**src/rtl/reg_transfer_bank_if.sv**
```systemverilog
// Command, read-port and handshake bundle for reg_transfer_bank.
// The master drives commands and Rd_Addr. The slave returns Q, Busy and Done.
interface reg_transfer_bank_if #(
  parameter int WIDTH  = 3,
  parameter int ADDR_W = 2
);
  logic              Start;
  logic [1:0]        Op;
  logic [ADDR_W-1:0] Src;
  logic [ADDR_W-1:0] Dst;
  logic [WIDTH-1:0]  D;
  logic [ADDR_W-1:0] Rd_Addr;
  logic [WIDTH-1:0]  Q;
  logic              Busy;
  logic              Done;

  modport master (
    output Start, Op, Src, Dst, D, Rd_Addr,
    input  Q, Busy, Done
  );

  modport slave (
    input  Start, Op, Src, Dst, D, Rd_Addr,
    output Q, Busy, Done
  );
endinterface

```
**src/rtl/reg_transfer_bank.sv**
```systemverilog
// Register bank: LOAD, MOVE and CLEAR finish in 1 cycle; SWAP takes 3 edges through TMP. Start is ignored while Busy.
// Q is combinational; defining REG_BYPASS_EN forwards the value being written this cycle to Q.
module reg_transfer_bank #(
  parameter int WIDTH  = 3,
  parameter int ADDR_W = 2
) (
  input  logic                CLK,
  input  logic                RST_N,
  reg_transfer_bank_if.slave  bus
);
  localparam int DEPTH = 2 ** ADDR_W;

  typedef enum logic [1:0] {
    OP_LOAD  = 2'b00,
    OP_MOVE  = 2'b01,
    OP_SWAP  = 2'b10,
    OP_CLEAR = 2'b11
  } op_e;

  typedef enum logic [1:0] {
    IDLE = 2'b00,
    SW1  = 2'b01,
    SW2  = 2'b10
  } state_e;

  state_e            state_q, state_d;
  logic [WIDTH-1:0]  regs_q [DEPTH];
  logic [WIDTH-1:0]  regs_d [DEPTH];
  logic [WIDTH-1:0]  tmp_q, tmp_d;
  logic [ADDR_W-1:0] src_q, src_d;
  logic [ADDR_W-1:0] dst_q, dst_d;
  logic              done_q, done_d;
  logic [WIDTH-1:0]  q_rd;

  always_ff @(posedge CLK or negedge RST_N) begin
    if (!RST_N) begin
      state_q <= IDLE;
      tmp_q   <= '0;
      src_q   <= '0;
      dst_q   <= '0;
      done_q  <= 1'b0;
      for (int i = 0; i < DEPTH; i++) regs_q[i] <= '0;
    end else begin
      state_q <= state_d;
      tmp_q   <= tmp_d;
      src_q   <= src_d;
      dst_q   <= dst_d;
      done_q  <= done_d;
      regs_q  <= regs_d;
    end
  end

  // At most one bank register is written per edge, so writes never collide.
  always_comb begin
    state_d = state_q;
    regs_d  = regs_q;
    tmp_d   = tmp_q;
    src_d   = src_q;
    dst_d   = dst_q;
    done_d  = 1'b0;
    unique case (state_q)
      IDLE: begin
        if (bus.Start) begin
          unique case (op_e'(bus.Op))
            OP_LOAD: begin
              regs_d[bus.Dst] = bus.D;
              done_d          = 1'b1;
            end
            OP_MOVE: begin
              regs_d[bus.Dst] = regs_q[bus.Src];
              done_d          = 1'b1;
            end
            OP_CLEAR: begin
              regs_d[bus.Dst] = '0;
              done_d          = 1'b1;
            end
            OP_SWAP: begin
              tmp_d   = regs_q[bus.Dst];
              src_d   = bus.Src;
              dst_d   = bus.Dst;
              state_d = SW1;
            end
            default: ;
          endcase
        end
      end
      SW1: begin
        regs_d[dst_q] = regs_q[src_q];
        state_d       = SW2;
      end
      SW2: begin
        regs_d[src_q] = tmp_q;
        state_d       = IDLE;
        done_d        = 1'b1;
      end
      default: state_d = IDLE;
    endcase
  end

  always_comb begin
    q_rd = regs_q[bus.Rd_Addr];
`ifdef REG_BYPASS_EN
    // Forward only writes that land in the bank. SWAP accept writes TMP alone.
    unique case (state_q)
      IDLE: begin
        if (bus.Start && bus.Dst == bus.Rd_Addr) begin
          unique case (op_e'(bus.Op))
            OP_LOAD:  q_rd = bus.D;
            OP_MOVE:  q_rd = regs_q[bus.Src];
            OP_CLEAR: q_rd = '0;
            default:  ;
          endcase
        end
      end
      SW1:     if (dst_q == bus.Rd_Addr) q_rd = regs_q[src_q];
      SW2:     if (src_q == bus.Rd_Addr) q_rd = tmp_q;
      default: ;
    endcase
`endif
  end

  assign bus.Q    = q_rd;
  assign bus.Busy = (state_q != IDLE);
  assign bus.Done = done_q;
endmodule

```
**src/flat_wrapper.sv**
```systemverilog
// flat-port wrapper written by rule: the top's interface ports become plain ports
module reg_transfer_bank_flat 
#(
  parameter int WIDTH  = 3,
  parameter int ADDR_W = 2
)
  (CLK, RST_N, bus_Start, bus_Op, bus_Src, bus_Dst, bus_D, bus_Rd_Addr, bus_Q, bus_Busy, bus_Done);
  reg_transfer_bank_if #(.WIDTH(WIDTH), .ADDR_W(ADDR_W)) bus_i ();
  input  logic CLK;
  input  logic RST_N;
  input wire logic [$bits(bus_i.Start)-1:0] bus_Start;
  input wire logic [$bits(bus_i.Op)-1:0] bus_Op;
  input wire logic [$bits(bus_i.Src)-1:0] bus_Src;
  input wire logic [$bits(bus_i.Dst)-1:0] bus_Dst;
  input wire logic [$bits(bus_i.D)-1:0] bus_D;
  input wire logic [$bits(bus_i.Rd_Addr)-1:0] bus_Rd_Addr;
  output wire logic [$bits(bus_i.Q)-1:0] bus_Q;
  output wire logic [$bits(bus_i.Busy)-1:0] bus_Busy;
  output wire logic [$bits(bus_i.Done)-1:0] bus_Done;
  assign bus_i.Start = bus_Start;
  assign bus_i.Op = bus_Op;
  assign bus_i.Src = bus_Src;
  assign bus_i.Dst = bus_Dst;
  assign bus_i.D = bus_D;
  assign bus_i.Rd_Addr = bus_Rd_Addr;
  assign bus_Q = bus_i.Q;
  assign bus_Busy = bus_i.Busy;
  assign bus_Done = bus_i.Done;
  reg_transfer_bank #(.WIDTH(WIDTH), .ADDR_W(ADDR_W)) u_core (.CLK(CLK), .RST_N(RST_N), .bus(bus_i));
endmodule
```
**config.mk**
```make
export PLATFORM = sky130hd
export DESIGN_NAME = reg_transfer_bank_flat
export DESIGN_NICKNAME = d
export VERILOG_FILES = /design/src/rtl/reg_transfer_bank_if.sv /design/src/rtl/reg_transfer_bank.sv /design/src/flat_wrapper.sv
export SDC_FILE = /design/constraint.sdc
export NUM_CORES = 1
export LEC_CHECK = 0
export ABC_AREA = 1
export CAP_MARGIN = 20
export CORE_MARGIN = 5
export CORE_UTILIZATION = 60
export CTS_BUF_LIST = sky130_fd_sc_hd__clkbuf_4
export CTS_CLUSTER_SIZE = 25
export DETAILED_ROUTE_END_ITERATION = 10
export HOLD_SLACK_MARGIN = 0.12
export PLACE_DENSITY = 0.8
export SKIP_LAST_GASP = 1
export SYNTH_ARGS = -nofsm -noshare
export SYNTH_HDL_FRONTEND = slang
export SYNTH_SLANG_ARGS = --single-unit
```
**constraint.sdc**
```tcl
create_clock -name CLK -period 1.9 [get_ports CLK]
set_input_delay 0.38 -clock CLK [delete_from_list [all_inputs] [get_ports CLK]]
set_output_delay 0.38 -clock CLK [all_outputs]
set_load 0.1 [all_outputs]
```
==> impl_metrics.tcl, run 1 <==
set metrics [dict create \
    timing.final.crit_share 0.968 \
    startpoint "bus_Rd_Addr[1]" \
    post-place-ws_ps -95.5 \
    cp-endpoint "bus_Q[2]" \
    htree_levels 1 \
    maxSlewViolCount 0 \
    worstPathArrival_ps 1460 \
    cts_tree "done" \
    drt-initial-drc-count 351 \
    start_kind "input pin" \
    hold_class "in2async" \
    critPathKind "in2out" \
    ys_seq_area_frac 0.256 \
    final_util 0.746 \
    synth_area_leaders "nand2_1 30%, dfrtp_1 26%, nand3_1 8.4%" \
    path_clk_slew_ps 140 \
    area_growth_syn_to_layout_pct 17.8 \
    cap_viol_max_count 0 \
    fp.dieH_um 69.8 \
    hold_viol 0 \
    status "finished clean" \
    route.met3.wl_um 711 \
    fillers 300 \
    syn-instance-count 369 \
    synth_top_cell_by_area "nand2_1" \
    synth_cell_types 22 \
    drtPass1Iterations 5 \
    max_freq_mhz 544 \
    ant_nets 0 \
    setup_viol 0 \
    cts_sinks 22 \
    endpoint_kind "output pin" \
    start_util 0.633 \
    p_per_area_nw_per_um2 1640 \
    synth_top_area_frac 0.301 \
    clock-root-buffer "clkbuf_4" \
    fin_total_pwr_mw 4.15 \
    top_layer "met4" \
    p_leak_nw 1.27 \
    reg2reg_slack_ps 260 \
    antenna_found_initial 0 \
    fin_skew_ps 18.4 \
    crit_fanout 6 \
    grt_pass1_vias 2172 \
    vdd_ir_drop_max_mv 1.31 \
    overflow 0 \
    wl_per_cell_um 14.4 \
    routed_wl_um 6330 \
    rows 21 \
    drt-met1-wl_um 2580 \
    r2r_start "u_core.state_q[0]" \
    port_buffers 18 \
    antennaDiodeCount 0 \
    final_cell_area_sq_um 2530 \
    relSlewSlack 0.693 \
    io_pins 19 \
    critPathRequiredTime_ps 1520 \
    max-clock-path-buffers 2 \
    syn_avg_cell_area_sq_um 5.82 \
    synth_area_sq_um 2150 \
    coreArea_sq_um 3390 \
    drc 0 \
    worst_slack_ps 61.6 \
    synth_nets 388 \
    reg2regPathDepth 10 \
    wl_met2_um 2810 \
    place_congestion 0.929 \
    cts_made_buffers 3 \
    post_route_cells_drive_above_1_share 0.135 \
    die-area_sq_um 4870 \
    yosys_warnings 0 \
    via_count 2515 \
    nets 413 \
    grt_pass1_wl_um 10300 \
    die_width_um 69.8 \
    cts_hold_buf 0 \
    viasPerCell 5.73 \
    worst_pin_slew_ps 460 \
    synth-seq-cells 22 \
    rsz0062_at_grt "true" \
    worstSkewPairLatency_ps 330 \
    dp_hpwl_um 4870 \
    grt_max_degree 25 \
    track_usage 0.259 \
    placed_cell_area_sq_um 2470 \
    fin_crit_ps 1840 \
]
[report_power, final]
group	internal, mW	total [mW]	switching, mW
clock	0.214	0.368	0.154
combinational	0.940	2.77	1.83
sequential	0.666	1.01	0.346
total	1.82	4.15	2.33
[per-layer routing]
metal | up-vias | track usage
met3 | 25 | 0.0435
met4 | 0 | 0.0957
met5 | - | 0
li1 | 1240 | -
met2 | 168 | 0.412
met1 | 1082 | 0.350
[cell families (layout without fill, tap and decap cells)]
group	after synthesis	count (layout)	synth area share
AND/OR/NAND/NOR	228	228	0.439
AO/OA/AOI/OAI	64	64	0.179
buffers and inverters	50	74	0.0962
flip-flops	22	22	0.256
adder cells (fa/ha/maj)	5	5	0.0291
[repair_timing]
action	4_1_cts	5_1_grt
buffers inserted	0	1
resized for setup	4	1
pin swaps	1	1
endpoints found under the setup margin	3	3
[worst min path at each step]
stage,cells past startpoint,to,slack [ps]
2_1_floorplan,0,asynchronous set/reset pin,80
3_3_place_gp,2,u_core.state_q[1],600
3_5_place_dp,2,u_core.state_q[1],610
4_1_cts,2,asynchronous set/reset pin,380
5_1_grt,2,asynchronous set/reset pin,400
6_report,2,u_core.state_q[0],380
[synthesized netlist by cell type, drive strengths merged]
cell type / number
nand3: 38
nand2: 174
o2111ai: 3
nor2: 16
o21bai: 1
o211ai: 12
clkbuf: 2
ha: 5
a21oi: 33
buf: 10
a31oi: 4
dfrtp: 22
inv: 38
o21ai: 11
[final cells by class]
cell class | count | area (sq um) | share of cell area
multi-input combinational | 297 | 1410 | 0.555
clock buffer | 3 | 22.5 | 0.00890
timing repair buffer | 32 | 322 | 0.127
inverter | 38 | 143 | 0.0564
sequential | 22 | 551 | 0.218
clock inverter | 1 | 30.0 | 0.0119
tap | 46 | 57.6 | 0.0227
[layout by cell type, fill, tap and decap left out, types with 7 or more instances in the layout]
cell | synthesis | routed
nand2_1 | 172 | 172
nand3_1 | 36 | 36
inv_1 | 27 | 26
a21oi_1 | 29 | 26
dfrtp_1 | 22 | 22
buf_4 | 0 | 15
inv_2 | 11 | 12
o211ai_1 | 12 | 12
clkdlybuf4s50_1 | 0 | 12
nor2_1 | 10 | 10
o21ai_0 | 10 | 8
a21oi_2 | 4 | 7
[stage by stage]
stage                     hold WS, ps  instances  setup TNS, ps
final                             380        439              0
after floorplan                  84.4        369              0
after global placement            601        434              0
after detailed placement          615        434           -125
after global routing              395        439          -37.3
after CTS                         383        438              0
[worst max-delay path, stage by stage]
cell	delay, ps
clkdlybuf4s50_1	450
inv_1	90
o21ai_0	90
a21oi_1	70
a21oi_2	180
buf_12	190
No activity file was read; power rests on OpenSTA's default activity.
==> inputs of run 2 (changes only) <==
--- a/config.mk
+++ b/config.mk
@@ -16,2 +16,3 @@
 export PLACE_DENSITY = 0.8
+export SETUP_SLACK_MARGIN = 0.02
 export SKIP_LAST_GASP = 1
==> constraint.sdc (replaced) <==
create_clock -name CLK -period 1.9 [get_ports CLK]
set_input_delay 0.285 -clock CLK [delete_from_list [all_inputs] [get_ports CLK]]
set_output_delay 0.285 -clock CLK [all_outputs]
set_load 0.1 [all_outputs]
==> impl_metrics.tcl, run 2 (synthesis gave the netlist of run 1 again) <==
set metrics [dict create \
    clock-root-buffer "clkbuf_4" \
    htree_levels 1 \
    fin_skew_ps 7.68 \
    coreArea_sq_um 3390 \
    track_usage 0.275 \
    tns_ps 0 \
    critPathRequiredTime_ps 1620 \
    r2r_start "u_core.state_q[0]" \
    grt_pass1_vias 2332 \
    worstSkewPairLatency_ps 310 \
    routed_wl_um 6430 \
    fin_crit_ps 1810 \
    grt_pass1_wl_um 10900 \
    timing.final.crit_share 0.954 \
    start_util 0.633 \
    hold_viol 0 \
    drc 0 \
    dp_hpwl_um 4880 \
    worst_pin_slew_ps 491 \
    final_cell_mix "172 x nand2_1, 36 x nand3_1, 26 x inv_1, 26 x a21oi_1, 20 x dfrtp_1" \
    cap_viol_max_count 0 \
    path_clk_slew_ps 120 \
    die-area_sq_um 4870 \
    area_growth_syn_to_layout_pct 15.7 \
    setup_viol 0 \
    reg2reg_slack_ps 270 \
    critPathKind "reg2out" \
    vdd_ir_drop_max_mv 1.56 \
    max-clock-path-buffers 2 \
    via_count 2530 \
    place_congestion 0.919 \
    antenna_found_initial 0 \
    fin_total_pwr_mw 4.09 \
    post-place-ws_ps 94.4 \
    reg2regPathDepth 8 \
    status "finished clean" \
    rsz0062_at_grt "false" \
    drtPass1Iterations 5 \
    p_leak_nw 1.24 \
    hold_class "in2async" \
    cts_made_buffers 3 \
    cts_setup_buffers 0 \
    io_pins 19 \
    ant_nets 0 \
    drt-initial-drc-count 265 \
    grt_max_degree 25 \
    maxSlewViolCount 0 \
    die_width_um 69.8 \
    cts_sinks 22 \
    cts_tree "done" \
    endpoint_kind "output pin" \
    crit_fanout 6 \
    nets 407 \
    start_kind "register" \
    port_buffers 18 \
    max_freq_mhz 552 \
    p_per_area_nw_per_um2 1640 \
    post_route_cells_drive_above_1_share 0.124 \
    relSlewSlack 0.672 \
    antennaDiodeCount 0 \
    wl_per_cell_um 14.8 \
    worst_slack_ps 87.4 \
    worstPathArrival_ps 1530 \
    fp.dieH_um 69.8 \
    viasPerCell 5.84 \
    final_common_cell "nand2_1" \
    rows 21 \
    overflow 0 \
]
run 2: worst max path at each step:
stage	to	slack, ps	startpoint	cells after the start
3_3_place_gp	register	140	bus_Dst[1]	8
2_1_floorplan	u_core.state_q[1]	20	u_core.state_q[0]	6
3_5_place_dp	register	90	bus_Dst[1]	8
4_1_cts	bus_Q[2]	40	register	5
6_report	bus_Q[0]	90	register	5
5_1_grt	bus_Q[0]	30	register	5
run 2: final cells by class:
class	instances	area [sq um]
clock buffers	3	22.5
clock inverters	1	30.0
fillers	291	905
inverters	38	143
multi-input cells	297	1400
flip-flops and latches	22	553
well taps	46	57.6
repair buffers	26	278
run 2: per-layer routing:
| layer | global-route usage | vias up | share of wire |
|---|---|---|---|
| met5 | 0 | - | 0 |
| met4 | 0.134 | 0 | 0.042 |
| met3 | 0.0435 | 30 | 0.12 |
| met2 | 0.437 | 165 | 0.44 |
| met1 | 0.362 | 1102 | 0.40 |
| li1 | - | 1233 | - |
run 2: stage by stage:
step / hold slack (ps) / std cells / instance area, sq um / util
4_1_cts: 296 / 433 / 2480 / 0.733
6_report: 300 / 433 / 2480 / 0.733
3_3_place_gp: 591 / 429 / 2430 / 0.717
3_5_place_dp: 600 / 429 / 2430 / 0.717
2_1_floorplan: -10.6 / 369 / 2160 / -
5_1_grt: 314 / 433 / 2480 / 0.733
run 2: where the power goes:
part | internal (mW) | total (mW) | leakage [nW] | switching, mW
logic | 0.881 | 2.67 | 0.933 | 1.79
registers | 0.669 | 1.06 | 0.279 | 0.389
clock network | 0.213 | 0.358 | 0.0279 | 0.144
run 2: repair_timing:
action | 4_1_cts | 5_1_grt
hold buffers | 0 | 0
setup endpoints to repair | 1 | 2
hold endpoints to repair | 0 | 0
resized for setup | 1 | 3
run 2: critical path, stage by stage (launching register included):
cell	delay, ps
dfrtp_2	470
inv_1	110
o21ai_0	170
a21oi_1	70
a21oi_2	190
buf_12	200
==> inputs of run 3 (changes only) <==
CAP_MARGIN = 0   (was 20)
==> results of run 3 <==
No change in the layout: final DEF, timing and power equal those of run 2.
